`config.mk`:
```
export PLATFORM = sky130hd
export DESIGN_NAME = kbus_pixel_writer
export DESIGN_NICKNAME = d
export VERILOG_FILES = /design/src/rtl/kbus_pixel_writer.sv
export SDC_FILE = /design/constraint.sdc
export NUM_CORES = 1
export LEC_CHECK = 0
export ABC_CLOCK_PERIOD_IN_PS = 3540
export BUFFER_PORTS_ARGS = -buffer_cell sky130_fd_sc_hd__clkbuf_2
export CORE_MARGIN = 8
export CORE_UTILIZATION = 58
export CTS_CLUSTER_DIAMETER = 200
export DETAILED_ROUTE_END_ITERATION = 10
export GPL_ROUTABILITY_DRIVEN = 0
export PLACE_DENSITY = 0.78
export RECOVER_POWER = 50
export SETUP_SLACK_MARGIN = 0.5
export SLEW_MARGIN = 20
export SYNTH_ARGS = -nofsm -noshare
export SYNTH_HDL_FRONTEND = slang
export SYNTH_SLANG_ARGS = --single-unit
```
`constraint.sdc`:
```
create_clock -name clk -period 3.54 [get_ports clk]
set_clock_uncertainty 0.15 [all_clocks]
set_input_delay 0.708 -clock clk [delete_from_list [all_inputs] [get_ports clk]]
set_output_delay 0.708 -clock clk [all_outputs]
set_load 0.005 [all_outputs]
```
`src/rtl/kbus_pixel_writer.sv`:
```
`default_nettype none
// ============================================================================
//  Module   : kbus_pixel_writer
//  Purpose  : Buffers 24-bit K-bus pixels in a small FIFO and serializes each
//             one into R, G, B byte writes at a wrapping frame address.
//  Revision : 1.0  initial release
// ============================================================================
module kbus_pixel_writer #(
    parameter int DEPTH       = 4,
    parameter int ADDR_W      = 16,
    parameter int FRAME_BYTES = 49152
) (
    input  logic                       clk,
    input  logic                       rst_n,
    input  logic                       k_valid,
    input  logic [23:0]                Kbus,
    output logic                       k_ready,
    output logic                       mem_wr,
    output logic [ADDR_W-1:0]          mem_addr,
    output logic [7:0]                 mem_data,
    input  logic                       mem_ack,
    output logic                       frame_done,
    output logic [$clog2(DEPTH):0]     level
);

    localparam int              c_ptr_w = $clog2(DEPTH);
    localparam int              c_lvl_w = c_ptr_w + 1;
    localparam logic [ADDR_W-1:0] c_last_addr = ADDR_W'(FRAME_BYTES - 1);

    typedef enum logic [1:0] {
        S_IDLE = 2'd0,
        S_B0   = 2'd1,
        S_B1   = 2'd2,
        S_B2   = 2'd3
    } state_t;

    state_t               r_state;
    state_t               w_state_nxt;
    logic [23:0]          r_mem [DEPTH];
    logic [c_ptr_w-1:0]   r_wptr;
    logic [c_ptr_w-1:0]   r_rptr;
    logic [c_lvl_w-1:0]   r_level;
    logic [23:0]          r_hold;
    logic [ADDR_W-1:0]    r_addr;
    logic                 r_frame_done;
    logic                 w_push;
    logic                 w_pop;
    logic                 w_ack;
    logic [7:0]           w_data;

    // Readiness looks only at registered occupancy, so mem_ack never reaches k_ready.
    assign k_ready    = rst_n & (r_level < c_lvl_w'(DEPTH));
    assign w_push     = k_valid & k_ready;
    assign w_ack      = mem_ack & (r_state != S_IDLE);
    assign mem_wr     = (r_state != S_IDLE);
    assign mem_data   = w_data;
    assign mem_addr   = r_addr;
    assign frame_done = r_frame_done;
    assign level      = r_level;

    always_comb begin
        w_state_nxt = r_state;
        w_pop       = 1'b0;
        w_data      = 8'd0;
        case (r_state)
            S_IDLE: begin
                if (r_level != '0) begin
                    w_pop       = 1'b1;
                    w_state_nxt = S_B0;
                end
            end
            S_B0: begin
                w_data = r_hold[23:16];
                if (mem_ack) w_state_nxt = S_B1;
            end
            S_B1: begin
                w_data = r_hold[15:8];
                if (mem_ack) w_state_nxt = S_B2;
            end
            S_B2: begin
                w_data = r_hold[7:0];
                // Back-to-back pixels reload the hold register on the last ack.
                if (mem_ack) begin
                    if (r_level != '0) begin
                        w_pop       = 1'b1;
                        w_state_nxt = S_B0;
                    end else begin
                        w_state_nxt = S_IDLE;
                    end
                end
            end
            default: w_state_nxt = S_IDLE;
        endcase
    end

    always_ff @(posedge clk) begin
        if (w_push) r_mem[r_wptr] <= Kbus;
    end

    always_ff @(posedge clk) begin
        if (!rst_n) begin
            r_state      <= S_IDLE;
            r_wptr       <= '0;
            r_rptr       <= '0;
            r_level      <= '0;
            r_hold       <= '0;
            r_addr       <= '0;
            r_frame_done <= 1'b0;
        end else begin
            r_state <= w_state_nxt;
            if (w_push) r_wptr <= r_wptr + c_ptr_w'(1);
            if (w_pop) begin
                r_rptr <= r_rptr + c_ptr_w'(1);
                r_hold <= r_mem[r_rptr];
            end
            case ({w_push, w_pop})
                2'b10:   r_level <= r_level + c_lvl_w'(1);
                2'b01:   r_level <= r_level - c_lvl_w'(1);
                default: r_level <= r_level;
            endcase
            r_frame_done <= 1'b0;
            if (w_ack) begin
                if (r_addr == c_last_addr) begin
                    r_addr       <= '0;
                    r_frame_done <= 1'b1;
                end else begin
                    r_addr <= r_addr + ADDR_W'(1);
                end
            end
        end
    end

endmodule
`default_nettype wire

```
==> results.md <==
* Die Wd at 116.5 µm
* Stages on the worst setup path at 10
* Clk pwr share at 34.3%
* Initial antenna violation count at 0
* Post-route setup slack at 0.6809 ns
* Vias/cell at 5.682
* Synthesized area per cell at 14.44 µm²
* Synth cell types at 42
* WP data required at 3.83 ns
* Post-synth EDFFs at 96
* Crit start category: flip-flop
* I/O Buffers at 57
* Maxcap violations at 2
* Crit path max-delay family: adder cells
* H-tree lvl count at 4
* R2R Path End: level[2]$_SDFFE_PN0P_
* Via Count at 3500
* Worst Path Max Fanout at 5
* Worst-path cell chain: inv_1 > ha_1 > or3_1 > inv_2 > ha_1 > inv_1 > fa_1 > xor2_1 > or3_1 > a21boi_0
* Primary FF master, synth: edfxtp_1
* Synthesized cell area at 5863 µm²
* Die area at 13580 µm²
* CTS Hold Bufs at 0
* Fillers at 676
* FF-to-FF Start: r_state[1]$_SDFFE_PN0P_
* Register share of total power at 45.9%
* Die Y at 116.5 µm
* Switching share of total power at 29.61%
* Synth warn at 0
* Worst slew pin tran at 1.621 ns
* Sink Count at 146
* GRT Util Overall at 17.99%
* Wire length of the first global-routing pass at 18110 µm
* Register-to-register setup slack at 0.68 ns
* CP max stage delay at 0.43 ns
* Crit. Startpoint: r_state[1]$_SDFFE_PN0P_
* Pleak at 2.305 nW
* Worst slack, placed at 0.6843 ns
* Slew HR at -8.095%
* Worst-Skew Late Latency at 0.51 ns
* Hold Vio Cnt, Final at 0
* Register bit total from synthesis at 146
* Final Max Tran Viols at 50
* Worst r2r path cells at 10
* Syn Nets at 446
* Post-route clock period utilization at 80.77%
* HPWL after DPL at 7157 µm
* Final wirelength at 11370 µm
* Post-layout net count at 510
* Cell count after synthesis at 406
* Reg clk slew, reported paths at 0.07 ns
* Worst IR drop on VDD at 0.3734 mV
* Critical Path End: level[2]$_SDFFE_PN0P_
* DRT Pass-1 Iters at 5
* Crit. End Element: flip-flop
* Worst min-delay path class: input pin to flip-flop
* Drt drc at 0
* Cell Int Power at 3.349 mW
* Pin count of the biggest net entering global routing at 40
* Initial Utilization at 59.98%
* Worst Path Buf+Inv at 3
* Failing checks: max-capacitance violations, max-slew violations
* Min Clock Period, post-route at 2.859 ns
* Final core occ at 69.48%
* Pwr Density at 700.5 nW/µm²
* Vias in the first global route at 3621
* Critical path data arrival time at 3.15 ns
* Diodes inserted at 0
* I/O Pins at 58
* Grt ovf at 0
* Total negative setup slack at 0 ns
* P_sw at 1.409 mW
* Clock Root Buffer: clkbuf_8
* Share of layout cells above drive strength 1 at 20.70%
* Rows at 36
* CTS tree: yes
* Antenna Nets Post-Route at 0
* CTS Buffer Depth at 2
* Area grow syn2layout at 15.83%
* Status: complete, but fails checks
* Critical path type: flip-flop to flip-flop
* Drt first-iter violations at 316
* Sequential area share after synthesis at 66.24%
* CP max stage cell: dfxtp_1
* Routed length per instance at 18.46 µm
* Max Fclk at 349.8 MHz
* CTS Buf Count at 17
* Async SR Flop Fraction at 0%
* Core Region at 9774 µm²
* RSZ-0062 raised after global routing: no
* Setup violations, final at 0
* Combinational Power Share at 19.7%
-- cells in the final DEF, fill, tap and decap left out, drive strengths merged, types with 2 or more instances in the layout --
master    Yosys  routed
and2          6       6
nand2        59      59
ha           11      11
or3           3       3
inv          12      17
xnor2        10      10
nor2         23      23
mux2i         2       2
edfxtp       96      96
nor4          5       5
and3          5       5
a222oi        8       8
dfxtp        50      50
clkbuf       12      77
buf           8       6
nor2b         3       3
xor2          7       7
nor3          5       5
or4           2       2
clkinv        0       3
nand3         5       5
clkinvlp      0       5
a21oi         2       2
nand4         5       5
mux4         24      24
o21ai         6       6
a21boi       27      27
nand3b        2       2
-- synthesized netlist by cell type, drive strengths merged (2+ instances only) --
cell type / instances / share of area, %
inv: 12 / 0.77
dfxtp: 50 / 17
nor3: 5 / 0.43
nand2: 59 / 3.8
nor4: 5 / 0.53
nand4: 5 / 0.90
edfxtp: 96 / 49
nand3b: 2 / 0.26
or4: 2 / 0.32
clkbuf: 12 / 0.77
nor2b: 3 / 0.32
or3: 3 / 0.32
a222oi: 8 / 1.4
a21boi: 27 / 3.5
xor2: 7 / 1.0
mux2i: 2 / 0.34
a21oi: 2 / 0.17
xnor2: 10 / 1.5
ha: 11 / 2.3
nor2: 23 / 1.5
mux4: 24 / 9.2
o21ai: 6 / 0.70
and3: 5 / 0.53
and2: 6 / 0.64
nand3: 5 / 0.43
buf: 8 / 0.77
-- power by group through the flow --
stage	registers, mW	clock network, mW	logic [mW]
final	2.18	1.63	0.939
after global routing	2.21	1.73	1.04
after CTS	2.18	1.66	0.941
after detailed placement	2.21	0	0.929
after global placement	2.20	0	0.887
after floorplan	2.13	0	0.712
-- worst min path at each step --
stage	slack (ns)	startpoint	to	cells after the start
after floorplan	0.28	r_hold[18]$_SDFFE_PN0P_	r_hold[18]$_SDFFE_PN0P_	2
after global placement	0.30	r_hold[4]$_SDFFE_PN0P_	r_hold[4]$_SDFFE_PN0P_	2
after detailed placement	0.31	r_hold[0]$_SDFFE_PN0P_	r_hold[0]$_SDFFE_PN0P_	2
after CTS	0.24	Kbus[6]	r_mem[3][6]$_DFFE_PP_	1
after global routing	0.28	Kbus[11]	r_mem[2][11]$_DFFE_PP_	1
final	0.29	Kbus[6]	r_mem[3][6]$_DFFE_PP_	1
-- repair_timing --
action | CTS | global route
buffers inserted | 0 | 0
resized for setup | 0 | 1
setup endpoints to repair | 0 | 1
-- worst reg2reg max path, delay by kind of cell, from the launching register on --
kind,cells,cell delay [ns]
DFF,1,0.43
AOI/OAI and AO/OA,1,0.17
xor gates and xnor gates,1,0.18
buffers and inverters,3,0.26
adders and majority gates,3,0.87
and+or+nand+nor,2,0.72
-- layer usage --
layer,GRT usage [%],vias up,share of wire [%]
met2,30.82,134,51
met3,6.360,11,7.9
li1,-,1637,-
met4,6.570,0,1.2
met5,0,-,0
met1,20.38,1718,40
-- flip-flops by register name, indices dropped and copies added, names as in the netlist --
name        count
r_mem          96
r_hold         24
mem_addr       16
level           3
r_rptr          2
r_state         2
r_wptr          2
frame_done      1
-- cell families after synthesis --
group	share of synthesized area (%)
flops	66.24
simple gates	10.52
compound gates	6.146
buf+inv	2.305
mux	9.560
xor+xnor	2.539
fa+ha+maj	2.689
-- layout make-up --
cell class	count	area [µm²]	area share, %
clock buffers	18	417.9	6.153
flip-flops and latches	146	3885	57.20
multi-input cells	228	1841	27.10
clock inverters	14	128.9	1.898
inverters	12	45.04	0.6632
well taps	133	166.4	2.450
repair buffers	65	307.8	4.532
-- metrics by stage --
stage	power [mW]	hold slack, ns	cell area [µm²]	std cells
final	4.758	0.2878	6792	616
after global routing	4.984	0.2823	6792	616
after CTS	4.780	0.2388	6833	616
after detailed placement	3.140	0.3056	6286	584
after global placement	3.083	0.2952	6286	584
after floorplan	2.846	0.2844	5863	406
Power figures use the tool's default switching activity.
